## config.mk

```make
export PLATFORM = sky130hd
export DESIGN_NAME = sens_crc_frame
export DESIGN_NICKNAME = d
export VERILOG_FILES = /design/src/rtl/sens_crc_frame.sv
export SDC_FILE = /design/constraint.sdc
export NUM_CORES = 1
export LEC_CHECK = 0
export BUFFER_PORTS_ARGS = -buffer_cell sky130_fd_sc_hd__buf_4
export CORE_ASPECT_RATIO = 0.6
export CORE_MARGIN = 2
export CORE_UTILIZATION = 55
export DETAILED_ROUTE_END_ITERATION = 10
export PLACE_DENSITY = 0.76
export SKIP_LAST_GASP = 1
export SLEW_MARGIN = 20
export SYNTH_ARGS = -nofsm -noshare
export SYNTH_HDL_FRONTEND = slang
export SYNTH_SLANG_ARGS = --single-unit
```

## constraint.sdc

```tcl
create_clock -name clk -period 2.3 [get_ports clk]
set_clock_uncertainty 0.1 [all_clocks]
set_input_delay 0.115 -clock clk [delete_from_list [all_inputs] [get_ports clk]]
set_output_delay 0.115 -clock clk [all_outputs]
set_load 0.1 [all_outputs]
```

## src/rtl/sens_crc_frame.sv

```systemverilog
// Framed CRC checker: running MSB-first CRC over NWORDS data words, then compares it with a trailing CRC word.
// Define SENS_CRC_ERRCNT_EN to build the saturating mismatch counter on err_cnt.
module sens_crc_frame #(
    parameter int               DATA_W = 8,
    parameter int               CRC_W  = 8,
    parameter logic [CRC_W-1:0] POLY   = 8'h31,
    parameter logic [CRC_W-1:0] INIT   = '0,
    parameter int               NWORDS = 2
) (
    input  logic              clk,
    input  logic              rst,
    input  logic              d_valid,
    input  logic              sof,
    input  logic [DATA_W-1:0] d,
    output logic [CRC_W-1:0]  crc_out,
    output logic              busy,
    output logic              done,
    output logic              crc_ok,
    output logic [7:0]        err_cnt
);

    typedef enum logic [1:0] {IDLE, DATA, CHK} state_t;

    localparam logic [7:0] NW = 8'(NWORDS);

    state_t           state;
    logic [7:0]       cnt;
    logic [7:0]       cnt_nxt;
    logic [CRC_W-1:0] crc_reg;
    logic             start;
    logic             chk_acc;
    logic             match;

    function automatic logic [CRC_W-1:0] crc_step(input logic [CRC_W-1:0] c,
                                                  input logic [DATA_W-1:0] w);
        logic [CRC_W-1:0] r;
        logic             fb;
        r = c;
        for (int i = DATA_W - 1; i >= 0; i--) begin
            fb = r[CRC_W-1] ^ w[i];
            r  = {r[CRC_W-2:0], 1'b0};
            if (fb) r = r ^ POLY;
        end
        return r;
    endfunction

    // sof always wins: it restarts a frame from any state, even over a pending CRC word
    assign start   = d_valid && sof;
    assign chk_acc = d_valid && !sof && (state == CHK);
    assign match   = (d[CRC_W-1:0] == crc_reg);
    assign cnt_nxt = cnt + 8'd1;
    assign crc_out = crc_reg;

    always_ff @(posedge clk or posedge rst) begin
        if (rst) begin
            state   <= IDLE;
            crc_reg <= INIT;
            cnt     <= '0;
            busy    <= 1'b0;
            done    <= 1'b0;
            crc_ok  <= 1'b0;
        end else begin
            done <= 1'b0;
            if (start) begin
                crc_reg <= crc_step(INIT, d);
                cnt     <= 8'd1;
                busy    <= 1'b1;
                state   <= (NWORDS == 1) ? CHK : DATA;
            end else if (d_valid) begin
                case (state)
                    DATA: begin
                        crc_reg <= crc_step(crc_reg, d);
                        cnt     <= cnt_nxt;
                        if (cnt_nxt == NW) state <= CHK;
                    end
                    CHK: begin
                        done   <= 1'b1;
                        crc_ok <= match;
                        busy   <= 1'b0;
                        state  <= IDLE;
                    end
                    default: ;
                endcase
            end
        end
    end

`ifdef SENS_CRC_ERRCNT_EN
    logic [7:0] err_q;

    // bumps on the same edge that raises done, so err_cnt and done/crc_ok agree
    always_ff @(posedge clk or posedge rst) begin
        if (rst) begin
            err_q <= '0;
        end else if (chk_acc && !match && (err_q != 8'hFF)) begin
            err_q <= err_q + 8'd1;
        end
    end

    assign err_cnt = err_q;
`else
    logic unused_chk;
    assign unused_chk = chk_acc;
    assign err_cnt    = '0;
`endif

endmodule

```

== After elaboration in Yosys (flattened, before gate mapping) ==
Index checks and enable logic that the tools add are counted.

* Bits in registers: 21
* Input bits: 12
* Word-level logic and storage cells: 112

* $add $sub $neg: 1
* Eq/ne operators: 5
* Muxes and demuxes: 60
* Bitwise gates (word level): 31
* Reduce and logical (&&, ||, !) cells: 9

{| class="wikitable"
|+ Operators by type and width
! cell !! number
|-
| two-way mux 8 bit || 34
|-
| two-way mux 6 bit || 16
|-
| inverter 3 bit || 15
|-
| XOR 1 bit || 15
|-
| adder 8 x 1 -> 8 bit, second input constant || 1
|-
| equality test 8 x 2 -> 1 bit, second input constant || 1
|-
| equality test 8 bit || 1
|-
| two-way mux 1 bit || 6
|-
| two-way mux 2 bit || 3
|-
| AND reduction 3 bit || 2
|-
| nonzero test 2 bit || 3
|-
| one-hot mux 2 bit (2 select lines) || 1
|-
| AND reduction 2 bit || 2
|-
| inequality test 3 bit, second input constant || 1
|-
| nonzero test 3 bit || 1
|-
| equality test 2 x 1 -> 1 bit, second input constant || 1
|-
| equality test 2 bit, second input constant || 1
|-
| logical AND 1 bit || 1
|-
| inverter 1 bit || 1
|}

== Logic depth before layout (Yosys ltp) ==
* Depth in word-level cells: 40
* Depth in mapped cells: 6
* Depth with buffers taken out: 6

== Worst setup path before layout ==
OpenSTA, ideal clock, no wires.

* Kind: reg-to-reg
* Start point: reg crc_reg[6], in the netlist crc_out[6]
* End point: reg crc_reg[5], in the netlist crc_out[5]
* Data arrival time: 2.052 ns
* Required time: 2.072 ns
* Setup slack: 0.019 ns
* Cell stages (with the launch flop): 6
* Path buffers: 0
* Cells stage by stage: dfrtp_1 > xnor2_1 > xor2_2 > xnor3_1 > o21bai_1 > nand3_1

* Word-level cells in the longest chain between the ends: 30

{| class="wikitable"
|+ RTL lines
! item !! RTL line !! RTL
|-
| from (decl) || 29 || <nowiki>logic [CRC_W-1:0] crc_reg;</nowiki>
|-
| from (signal assigned) || 65 || <nowiki>crc_reg <= crc_step(INIT, d);</nowiki>
|-
| from (signal assigned) || 72 || <nowiki>crc_reg <= crc_step(crc_reg, d);</nowiki>
|-
| two-way mux 8 bit || 70 || <nowiki>case (state)</nowiki>
|-
| two-way mux 8 bit || 69 || <nowiki>end else if (d_valid) begin</nowiki>
|-
| two-way mux 8 bit || 64 || <nowiki>if (start) begin</nowiki>
|-
| XOR 1 bit || 40 || <nowiki>fb = r[CRC_W-1] ^ w[i];</nowiki>
|-
| two-way mux 6 bit || 42 || <nowiki>if (fb) r = r ^ POLY;</nowiki>
|-
| two-way mux 8 bit || 70 ||
|-
| two-way mux 8 bit || 69 ||
|-
| two-way mux 8 bit || 64 ||
|-
| (+14 left out) || -- ||
|-
| two-way mux 8 bit || 70 ||
|-
| two-way mux 8 bit || 69 ||
|-
| two-way mux 8 bit || 64 ||
|-
| XOR 1 bit || 40 ||
|-
| two-way mux 6 bit || 42 ||
|-
| two-way mux 8 bit || 70 ||
|-
| two-way mux 8 bit || 69 ||
|-
| two-way mux 8 bit || 64 ||
|}

No other way between the ends. The select of a mux whose other input is x is not followed.
A chain may end at the register's enable or synchronous reset.

== Worst setup path after layout ==
Ends and elaborated chain as after synthesis.

==> out/results.txt <==
outcome - finished clean
HP Class - in2reg
Post-synth EDFFs - 0
CTS sink count - 21
vias per cell - 5.55
FP Rows - 15
relative slew slack - 45.9%
Final Max Slew Viols - 0
register area share after synthesis - 32.0%
initial core utilization - 57.5%
largest net degree at the start of global routing - 22
CTS tree - built
Setup crit end kind - flop
xor/xnor cell area share of the yosys netlist - 29.0%
hold_ws - 79.2 ps
Power Dens Cells - 1580 nW/um2
DRT iter0 DRCs - 89
Synth top cells by count - 21 x dfrtp_1, 19 x nand2_1, 17 x xnor2_1, 17 x xor2_1, 16 x o21ai_0
syn_area_per_cell - 9.38 um2
Critical Path Max Stage Delay - 470 ps
largest family of logic cells by synthesized area - XOR/XNOR gates
# port buffers - 22
Crit path max-delay family - XOR/XNOR gates
CP Cell Sequence - xnor2_1, xor2_2, xnor3_1, nand3b_1, nand3_1
Post-Synth Adder-Cell Area - 1.52%
synth top area cells - dfrtp_1 32%, xnor2_1 9.1%, xor2_1 9.1%
Setup crit start kind - flop
Synth cell types - 41
critical path class - reg2reg
clk_lat worst skew - 260 ps
DP HPWL - 2.77 mm
Post-synth ARST share - 100%
post-synthesis mux area share - 1.30%
Arr. time, crit path - 2070 ps
CP Max Fanout - 5
DRC Markers - 0
cells after synthesis - 175
Via Count - 1331
CTS clk-pin slew, worst paths - 80 ps
register area - 526 um2
first-pass GRT wire length - 6.11 mm
vias in the first global route - 1269
first-pass iteration count of the detailed router - 4
Simple-Gate Fraction of Synth Area - 14.9%
fin nets - 213
initial antenna violation count - 0
Routed WL per cell - 15.4 um
leakage power - 0.000852 uW
post-synth top area share - 32.0%
gr ovfl total - 0
Core Box Area - 2850 um2
gr usage total - 24.1%
setup TNS - 0 ps
Post-Route WL - 3.70 mm
max cap viols - 0
most numerous cell in the Yosys netlist - dfrtp_1
I/O Pins - 31
post-CTS sizing - 0
final hold violation count - 0
Antenna Cells - 0
Post-synth top flop - dfrtp_1
antenna-violating nets left - 0
mapped cell area - 1640 um2
period utilisation layout - 85.9%
Crit path buffers/inverters - 0
area of the multi-input gates - 1040 um2
Num CTS Buffers - 3
H-tree depth - 1
die area - 3450 um2
fillers - 234
Worst-Margin Slew - 811 ps
Req. time, crit path - 2400 ps
Ys Warns - 0
Power Total - 2970 uW
leading area contributor after synthesis - dfrtp_1
min Tclk post-route - 1970 ps
clk root buf - clkbuf_8
Layout area overhead - 14.3%
share of layout cells above drive strength 1 - 16.7%
Crit-path slowest cell - dfrtp_1
# setup viols final - 0
flip-flop and latch count after synthesis - 21
Die Y - 46.3 um
Placer Congestion - 0.921
Max Fclk - 506 MHz
Max clock buf depth - 2
compound-cell area share of the yosys netlist - 14.6%
die width - 74.5 um
RSZ-0062 raised after global routing - no
Peak VDD IR - 1.15 mV
tightest hold or removal path, cell delays in order:
cell      delay, ps
buf_4           130
nand3b_1         90
nor2_1           60
final timing paths:
check | startpoint | end | slack (ps) | depth (start not counted)
min in group asynchronous | rst | state[0] | 470 | 3
hold reg to reg | busy | busy | 390 | 2
setup reg to reg | crc_out[6] | crc_out[5] | 330 | 5
setup / recovery | crc_out[6] | crc_out[5] | 330 | 5
hold / removal | d_valid | done | 80 | 3
max in group asynchronous | rst | cnt[0] | 1130 | 3
stage by stage:
| stage | setup WS [ps] | cell area, um2 | utilization (%) | std cells |
|---|---|---|---|---|
| 6_report | 325 | 1880 | 65.7 | 240 |
| 4_1_cts | 342 | 1880 | 65.7 | 240 |
| 5_1_grt | 211 | 1880 | 65.7 | 240 |
| 3_3_place_gp | 411 | 1810 | 63.5 | 234 |
| 2_1_floorplan | 19.2 | 1670 | - | 182 |
| 3_5_place_dp | 373 | 1810 | 63.5 | 234 |
registers in the layout, indices dropped and copies added (netlist names):
name,cells
cnt,8
crc_ok,1
busy,1
crc_out,8
done,1
state,2
kinds of logic after synthesis:
| logic type | count (synthesis) |
|---|---|
| flip-flops | 21 |
| XOR/XNOR | 42 |
| buffers and inverters | 18 |
| other | 1 |
| AND/OR/NAND/NOR | 50 |
| multiplexers | 2 |
| adder cells (fa/ha/maj) | 2 |
| AO/OA/AOI/OAI | 39 |
area by class of cell:
type | count | area share [%]
multi-input cells | 143 | 55.3
inverters | 4 | 0.801
flip-flops and latches | 21 | 28.0
clock buffers | 4 | 2.40
well taps | 42 | 2.80
repair buffers | 26 | 10.7
cells in the final DEF, fill, tap and decap left out, types with 2 or more instances in the layout:
| cell type | count |
|---|---|
| nor2b_1 | 3 |
| o211ai_1 | 2 |
| dlygate4sd3_1 | 2 |
| o21ai_0 | 16 |
| a21o_1 | 2 |
| xnor2_1 | 17 |
| o21ai_1 | 3 |
| xnor3_1 | 3 |
| a31oi_1 | 2 |
| nand2_1 | 19 |
| and2_1 | 2 |
| nand3b_1 | 2 |
| dfrtp_1 | 21 |
| buf_4 | 24 |
| o31ai_1 | 4 |
| clkbuf_8 | 3 |
| ha_1 | 2 |
| nor2_1 | 7 |
| nand2b_1 | 2 |
| inv_1 | 4 |
| nand3_1 | 7 |
| and3_1 | 4 |
| xor2_1 | 17 |
| a21oi_1 | 3 |
| xor2_2 | 2 |
| conb_1 | 8 |
routing by layer:
metal	GRT usage (%)	share of wire, %	wire length, um
met5	0	0	0
met4	5.00	0.78	29
met3	7.88	9.6	356
met2	37.3	43	1610
met1	33.5	46	1700
power breakdown:
group,switching (uW),internal [uW]
Combinational,1240,788
Sequential,203,496
Clock,124,123
Total,1560,1410
timing repair:
action,CTS,global route
setup buffers,0,0
hold buffers,2,0
endpoints found under the hold margin,23,0
endpoints found under the setup margin,0,0
Note: power is estimated with default switching activity, not from simulation.
